===== src/rtl/sync_event_pkg.sv =====
// sync_event_pkg: shared mode encodings and width helper for the multi-channel event detector
package sync_event_pkg;

    typedef enum logic [1:0] {
        MODE_OFF  = 2'b00,
        MODE_RISE = 2'b01,
        MODE_FALL = 2'b10,
        MODE_BOTH = 2'b11
    } mode_e;

    // Bits needed to represent values 0..n-1; used for the warm-up counter width.
    function automatic int clog2(input int n);
        int r;
        r = 0;
        while ((1 << r) < n) r++;
        return r;
    endfunction

endpackage


===== src/rtl/sync_event_ch.sv =====
// sync_event_ch: one channel -- synchronizer chain, history flop, edge detector, sticky flag, saturating counter
//   clk, rst_n : clock, asynchronous active-low reset
//   i_async    : asynchronous input level
//   i_mode     : detection mode (off / rise / fall / both)
//   i_clr      : synchronous clear of sticky flag and counter
//   i_ready    : warm-up done; events are masked until high
//   o_sync     : synchronized level
//   o_pulse    : registered single-cycle event pulse
//   o_sticky   : sticky event flag
//   o_cnt      : saturating event count
module sync_event_ch
    import sync_event_pkg::*;
#(
    parameter int STAGES = 2,
    parameter int CNT_W  = 8
) (
    input  logic             clk,
    input  logic             rst_n,
    input  logic             i_async,
    input  logic [1:0]       i_mode,
    input  logic             i_clr,
    input  logic             i_ready,
    output logic             o_sync,
    output logic             o_pulse,
    output logic             o_sticky,
    output logic [CNT_W-1:0] o_cnt
);

    logic [STAGES-1:0] r_sync;
    logic              r_hist;
    logic              r_pulse;
    logic              r_sticky;
    logic [CNT_W-1:0]  r_cnt;

    logic              w_last;
    logic              w_rise;
    logic              w_fall;
    logic              w_det;
    logic              w_q;
    logic [CNT_W-1:0]  w_cnt_nxt;

    assign w_last = r_sync[STAGES-1];
    assign w_rise = w_last & ~r_hist;
    assign w_fall = ~w_last & r_hist;
    assign w_det  = (i_mode == MODE_RISE) ? w_rise :
                    (i_mode == MODE_FALL) ? w_fall :
                    (i_mode == MODE_BOTH) ? (w_rise | w_fall) : 1'b0;
    assign w_q    = w_det & i_ready;

    // A clear coinciding with an event restarts the count at 1 so the event is kept.
    assign w_cnt_nxt = i_clr ? (w_q ? CNT_W'(1) : '0) :
                       (w_q && (r_cnt != '1)) ? r_cnt + CNT_W'(1) : r_cnt;

    always_ff @(posedge clk or negedge rst_n) begin
        if (!rst_n) begin
            r_sync   <= '0;
            r_hist   <= 1'b0;
            r_pulse  <= 1'b0;
            r_sticky <= 1'b0;
            r_cnt    <= '0;
        end else begin
            r_sync   <= {r_sync[STAGES-2:0], i_async};
            r_hist   <= w_last;
            r_pulse  <= w_q;
            r_sticky <= w_q | (r_sticky & ~i_clr);
            r_cnt    <= w_cnt_nxt;
        end
    end

    assign o_sync   = w_last;
    assign o_pulse  = r_pulse;
    assign o_sticky = r_sticky;
    assign o_cnt    = r_cnt;

endmodule


===== src/rtl/sync_event_detector.sv =====
// sync_event_detector: multi-channel asynchronous-input synchronizer with per-channel edge events
//   clk, rst_n       : clock, asynchronous active-low reset
//   i_async_in       : asynchronous input levels, one per channel
//   i_mode           : 2 bits per channel selecting off / rise / fall / both
//   i_clr            : per-channel synchronous clear of sticky flag and counter
//   o_sync_out       : synchronized levels
//   o_event_pulse    : single-cycle event pulses
//   o_event_sticky   : sticky event flags
//   o_event_cnt      : packed saturating counters, CNT_W bits per channel
//   o_ready          : warm-up completed
module sync_event_detector
    import sync_event_pkg::*;
#(
    parameter int CHANNELS = 4,
    parameter int STAGES   = 2,
    parameter int CNT_W    = 8
) (
    input  logic                      clk,
    input  logic                      rst_n,
    input  logic [CHANNELS-1:0]       i_async_in,
    input  logic [2*CHANNELS-1:0]     i_mode,
    input  logic [CHANNELS-1:0]       i_clr,
    output logic [CHANNELS-1:0]       o_sync_out,
    output logic [CHANNELS-1:0]       o_event_pulse,
    output logic [CHANNELS-1:0]       o_event_sticky,
    output logic [CHANNELS*CNT_W-1:0] o_event_cnt,
    output logic                      o_ready
);

    if (STAGES < 2) begin : g_bad_stages
        $fatal(1, "sync_event_detector: STAGES must be at least 2");
    end

    localparam int              WU_W    = clog2(STAGES + 2);
    localparam logic [WU_W-1:0] WU_DONE = WU_W'(STAGES + 1);

    logic [WU_W-1:0] r_wu_cnt;
    logic            w_ready;

    // Events stay masked until the chains have flushed the reset-time zeros,
    // so a level already high at reset never looks like a rising edge.
    assign w_ready = (r_wu_cnt == WU_DONE);

    always_ff @(posedge clk or negedge rst_n) begin
        if (!rst_n) begin
            r_wu_cnt <= '0;
        end else if (!w_ready) begin
            r_wu_cnt <= r_wu_cnt + WU_W'(1);
        end
    end

    for (genvar i = 0; i < CHANNELS; i++) begin : g_ch
        sync_event_ch #(
            .STAGES (STAGES),
            .CNT_W  (CNT_W)
        ) u_ch (
            .clk      (clk),
            .rst_n    (rst_n),
            .i_async  (i_async_in[i]),
            .i_mode   (i_mode[2*i +: 2]),
            .i_clr    (i_clr[i]),
            .i_ready  (w_ready),
            .o_sync   (o_sync_out[i]),
            .o_pulse  (o_event_pulse[i]),
            .o_sticky (o_event_sticky[i]),
            .o_cnt    (o_event_cnt[CNT_W*i +: CNT_W])
        );
    end

    assign o_ready = w_ready;

endmodule


===== config.mk =====
export PLATFORM = sky130hd
export DESIGN_NAME = sync_event_detector
export DESIGN_NICKNAME = d
export VERILOG_FILES = /design/src/rtl/sync_event_pkg.sv /design/src/rtl/sync_event_ch.sv /design/src/rtl/sync_event_detector.sv
export SDC_FILE = /design/constraint.sdc
export NUM_CORES = 1
export LEC_CHECK = 0
export CELL_PAD_IN_SITES_DETAIL_PLACEMENT = 0
export CELL_PAD_IN_SITES_GLOBAL_PLACEMENT = 1
export CORE_ASPECT_RATIO = 2
export CORE_MARGIN = 8
export CORE_UTILIZATION = 42
export CTS_CLUSTER_DIAMETER = 50
export DETAILED_ROUTE_END_ITERATION = 16
export GPL_ROUTABILITY_DRIVEN = 0
export PLACE_DENSITY_LB_ADDON = 0.1
export SYNTH_ARGS = -nofsm -noshare
export SYNTH_HDL_FRONTEND = slang
export SYNTH_HIERARCHICAL = 1
export SYNTH_SLANG_ARGS = --single-unit

===== constraint.sdc =====
create_clock -name clk -period 5.8 [get_ports clk]
set_clock_uncertainty 0.15 [all_clocks]
set_input_delay 0.87 -clock clk [delete_from_list [all_inputs] [get_ports clk]]
set_output_delay 0.87 -clock clk [all_outputs]
set_load 0.02 [all_outputs]

== Word-level counts from Yosys, hierarchy flattened ==
Index checks and enable logic that the tools add are counted.

* Muxes and demuxes: 24
* Reduce and logical (&&, ||, !) cells: 8
* $add $sub $neg: 5
* Bitwise logic cells: 36
* Eq/ne operators: 17

{| class="wikitable"
|+ Operators by type and width
! kind !! count
|-
| two-way mux 8 bit || 8
|-
| adder 8 x 1 -> 8 bit, second input constant || 4
|-
| != test 8 bit, second input constant || 4
|-
| equality test 2 bit, second input constant || 9
|-
| bitwise AND 1 bit || 16
|-
| two-way mux 1 bit || 16
|-
| NOT 1 bit || 12
|-
| equality test 2 x 1 -> 1 bit, second input constant || 4
|-
| OR 1 bit || 8
|-
| nonzero test 2 bit || 4
|-
| logical AND 1 bit || 4
|-
| adder 2 x 1 -> 2 bit, second input constant || 1
|}

* Register bits after elaboration: 54
* Output and inout bits: 45
* Input bits: 18

== Logic depth before layout (Yosys ltp) ==
* Depth in word-level cells: 10
* Gate-level depth with buffers: 8
* Mapped depth without buffers: 7

== Hierarchy ==
The synthesis kept the hierarchy.

{| class="wikitable"
|+ By module, submodules not included
! module !! seq. area each (um^2) !! cells an instance !! instances !! area each (um^2)
|-
| sync_event_ch || 325.3 || 66 || 4 || 671.9
|-
| sync_event_detector || 50.0 || 6 || 1 || 98.8
|}

== Worst setup path before layout ==
OpenSTA, ideal clock, no wires.

* Kind: in2reg
* Start: input i_mode[0]
* End: register g_ch[0].u_ch.r_cnt[6]
* Data required time: 5.525 ns
* Arrival time: 1.948 ns
* Cell stages on the path: 5
* Slack: 3.577 ns
* Setup time: 0.125 ns
* Cells stage by stage: and4b_1 > a41oi_2 > buf_6 > nor4_1 > mux2_2

* Longest elaborated chain between the ends: 7

{| class="wikitable"
|+ Ends and longest elaborated chain
! what !! RTL line !! text
|-
| start: declaration || sync_event_detector.sv:21 || <nowiki>input logic [2*CHANNELS-1:0] i_mode,</nowiki>
|-
| equality test 2 bit || sync_event_ch.sv:47 || <nowiki>(i_mode == MODE_BOTH) ? (w_rise | w_fall) : 1'b0;</nowiki>
|-
| two-way mux 1 bit || sync_event_ch.sv:47 ||
|-
| two-way mux 1 bit || sync_event_ch.sv:46 || <nowiki>(i_mode == MODE_FALL) ? w_fall :</nowiki>
|-
| two-way mux 1 bit * || sync_event_ch.sv:45 || <nowiki>assign w_det = (i_mode == MODE_RISE) ? w_rise :</nowiki>
|-
| bitwise AND 1 bit * || sync_event_ch.sv:48 || <nowiki>assign w_q = w_det & i_ready;</nowiki>
|-
| logical AND 1 bit * || sync_event_ch.sv:52 || <nowiki>(w_q && (r_cnt != '1)) ? r_cnt + CNT_W'(1) : r_cnt;</nowiki>
|-
| nonzero test 2 bit (no source line) * || - ||
|-
| end signal: assignment || sync_event_ch.sv:66 || <nowiki>r_cnt <= w_cnt_nxt;</nowiki>
|-
| end: declaration || sync_event_ch.sv:33 || <nowiki>logic [CNT_W-1:0] r_cnt;</nowiki>
|}

Mark *: on every way between the ends. The rest lies on a longest branch, timed or not.
A chain may end at the register's enable or synchronous reset.

== Worst setup path in the final report ==
* Start: register r_wu_cnt[0]
* End: output o_ready

* Longest elaborated chain between the ends: 1

{| class="wikitable"
|+ Ends and longest elaborated chain
! what !! RTL line !! text
|-
| start: declaration || sync_event_detector.sv:37 || <nowiki>logic [WU_W-1:0] r_wu_cnt;</nowiki>
|-
| start signal: assignment || sync_event_detector.sv:48 || <nowiki>r_wu_cnt <= r_wu_cnt + WU_W'(1);</nowiki>
|-
| equality test 2 bit || sync_event_detector.sv:42 || <nowiki>assign w_ready = (r_wu_cnt == WU_DONE);</nowiki>
|-
| end: declaration || sync_event_detector.sv:27 || <nowiki>output logic o_ready</nowiki>
|}

No other way between the ends.

==> results.toml <==
[clock_tree]
post-cts-setup-buffer-count = 0
cts_root_buf = "clkbuf_16"
cts_htree_levels = 2
ctsHoldBuffers = 0
cts_resized = 0
cts.sinks = 54
clock_latency_ns = 0.29
clk_pin_slew_worst_paths_ns = 0.07
cts_inserted_buffers = 5
tritoncts = "done"
clockBufferDepth = 2

[layout]
finalNonFillerCells = 421
antenna_cells = 0
syn2layout_area_growth_pct = 29.46
drive_gt1_share_pct = 7.808
nets = 364

[worst_setup_path]
critPathArrivalTime_ns = 1.76
slowest_stage = "clkdlybuf4s50_1"
cpPeakStageDelay_ns = 0.68
startpoint_type = "flip-flop"
crit_family = "buffers and inverters"
cp_num_buf_inv = 1
crit_path_max_fanout = 9
crit_chain = "ha_1 > clkdlybuf4s50_1"
path_class = "flip-flop to primary output"
endpoint_kind = "primary output"
crit_required_ns = 4.78

[status]
status = "completed"

[synthesis]
ys_warn_count = 6
syn_inst = 270
yosysSeqAreaShare_pct = 48.50
syn_area_um2 = 2786
avgSynthCellArea_um2 = 10.32
ys_types = 31
synth_nets = 302
synth_seq_cells = 54

[power]
pwr-share-clk_pct = 36.5
p_per_area_nw_per_um2 = 229.8
peakVddDrop_uv = 185.7
switching_share_pct = 25.40
combPwrFrac_pct = 14.3
p_int_uw = 618.4
leakage_nw = 1.505
p_sw_uw = 210.5
p_seq_share_pct = 49.2

[sta]
timing.fmax_mhz = 359.1
grt_setup_unrepaired = "no"
finalCritPeriodShare_pct = 48.01
final-max-slew-violation-count = 0
hold_viol = 0
period_needed_ns = 2.785
relSlewSlack_pct = 53.09
tightest_slew_ns = 0.7036
finalSetupViolations = 0
final.setup.tns_ns = 0

[routing]
wl_um = 6513
vias = 2331
avgRoutedWirePerCell_um = 15.47
drc_errors = 0
drtAntennaViolNets = 0
drtPass1Iterations = 4
viasPerCell = 5.537
first_iter_violations = 110

[place]
dp_hpwl_um = 4620
io_buffers = 62
placed_cells = 413

[floorplanning]
io_pins = 63
initial_core_util_pct = 42.76
die_h_um = 131.2
floorplan.rows = 42
dieArea_um2 = 9655
coreArea_um2 = 6516
die_w_um = 73.60

[global_route]
overflow = 0
grt_pass1_wl_um = 11190
grt_max_degree = 55
grt_pass1_vias = 2328
grt_usage_pct = 14.24
grt_antenna_before_repair = 0

[min_path]
hold_class = "flip-flop to flip-flop"

[flow_run]
maxCapViolations = 0
-- final cells by class --
type                            instances  area (um^2)
Fill cell                             637         2909
Sequential cell                        54         1351
Multi-Input combinational cell        192         1315
Timing Repair Buffer                   63        623.1
Clock buffer                            7        142.6
Tap cell                               88        110.1
Inverter                               16        60.06
Clock inverter                          1        5.005
-- worst register-to-register path: cells and delay by family (launching register included) --
kind / cells / cell delay, ns
AOI/OAI and AO/OA: 2 / 0.63
DFF: 1 / 0.41
adders and majority gates: 1 / 0.35
and+or+nand+nor: 2 / 0.33
buffers and inverters: 1 / 0.22
-- final timing paths --
kind                                             start                endpoint  slack [ns]  cells after the start
min in group asynchronous                        rst_n   g_ch[3].u_ch/o_cnt[3]        0.55                      2
worst max-delay path                       r_wu_cnt[0]                 o_ready        3.02                      2
worst min register to register  g_ch[1].u_ch/r_sync[0]  g_ch[1].u_ch/r_sync[1]        0.19                      0
max in group asynchronous                        rst_n   g_ch[1].u_ch/o_cnt[6]        4.47                      2
worst max register to register             r_wu_cnt[0]   g_ch[0].u_ch/o_cnt[2]        3.59                      6
worst min-delay path            g_ch[1].u_ch/r_sync[0]  g_ch[1].u_ch/r_sync[1]        0.19                      0
-- routing by layer --
metal	part of all wire, %	vias to the layer above	track usage [%]	wire length, um
met5	0	-	0	0
li1	-	1133	-	-
met4	1.8	0	6.390	114
met1	45	1126	17.43	2918
met2	46	65	21.89	3025
met3	7.0	7	4.497	454
-- stage by stage --
step | hold slack, ns | worst slack [ns] | area (um^2) | power [mW] | util, %
after floorplan | 0.1812 | 3.577 | 2786 | 0.4777 | -
after global placement | 0.1843 | 3.024 | 3460 | 0.5340 | 53.09
after detailed placement | 0.1864 | 3.000 | 3460 | 0.5357 | 53.09
after CTS | 0.1980 | 2.977 | 3607 | 0.8478 | 55.36
after global routing | 0.1994 | 2.911 | 3607 | 0.8730 | 55.36
final | 0.1949 | 3.015 | 3607 | 0.8290 | 55.36
-- registers in the layout, indices dropped and copies added (netlist names) --
signal / count
g_ch.u_ch/o_cnt: 32
r_wu_cnt: 2
g_ch.u_ch/o_pulse: 4
g_ch.u_ch/r_hist: 4
g_ch.u_ch/o_sticky: 4
g_ch.u_ch/r_sync: 8
-- cell usage in the layout, fill, tap and decap left out, types with 5 or more instances in the layout --
| master | instances |
|---|---|
| clkdlybuf4s50_1 | 61 |
| dfrtp_1 | 54 |
| nand2_1 | 20 |
| a21oi_1 | 20 |
| inv_1 | 16 |
| nand3_1 | 16 |
| ha_1 | 14 |
| nor4_1 | 12 |
| nor3_1 | 12 |
| nand4_1 | 8 |
| o31ai_1 | 8 |
| or4_1 | 8 |
| o21ai_0 | 8 |
| nor2_1 | 8 |
| clkbuf_16 | 5 |
-- cells in the mapped netlist --
cell | count | area, um^2
nor3_1 | 12 | 60.06
or4_1 | 8 | 60.06
and3_1 | 4 | 25.02
nor4_1 | 12 | 75.07
nor2_1 | 8 | 30.03
nand3_1 | 16 | 80.08
and2_1 | 4 | 25.02
inv_1 | 16 | 60.06
nor2b_1 | 4 | 25.02
ha_1 | 14 | 175.2
xnor2_1 | 1 | 8.760
dfrtp_1 | 54 | 1351
nand2_1 | 20 | 75.07
mux2_2 | 4 | 45.04
or2_2 | 4 | 25.02
clkbuf_1 | 4 | 15.01
o31ai_1 | 8 | 60.06
mux2_4 | 1 | 15.01
o31a_2 | 4 | 40.04
nand4_1 | 8 | 50.05
mux2i_1 | 4 | 40.04
and4b_1 | 4 | 40.04
o21ai_0 | 8 | 40.04
a41oi_1 | 4 | 35.03
buf_6 | 4 | 45.04
a21o_1 | 4 | 30.03
o21a_1 | 4 | 30.03
and4_1 | 4 | 35.03
a21oi_1 | 20 | 100.1
a41oi_2 | 4 | 65.06
nand2b_1 | 4 | 25.02
-- logic make-up (layout without fill, tap and decap cells) --
group / after synthesis / in the layout / share of synthesized area [%]
AND/OR/NAND/NOR: 112 / 112 / 22.63
multiplexers: 9 / 9 / 3.592
adder cells (fa/ha/maj): 14 / 14 / 6.287
XOR/XNOR: 1 / 1 / 0.3144
flip-flops: 54 / 54 / 48.50
buffers and inverters: 24 / 87 / 4.311
AO/OA/AOI/OAI: 56 / 56 / 14.37
-- power by group through the flow --
stage	Clock, mW	Combinational, mW	Sequential [mW]
3_5_place_dp	0	0.121	0.415
6_report	0.302	0.119	0.408
4_1_cts	0.319	0.121	0.408
5_1_grt	0.331	0.132	0.410
3_3_place_gp	0	0.119	0.415
2_1_floorplan	0	0.0465	0.431
No activity file was read; power rests on OpenSTA's default activity.
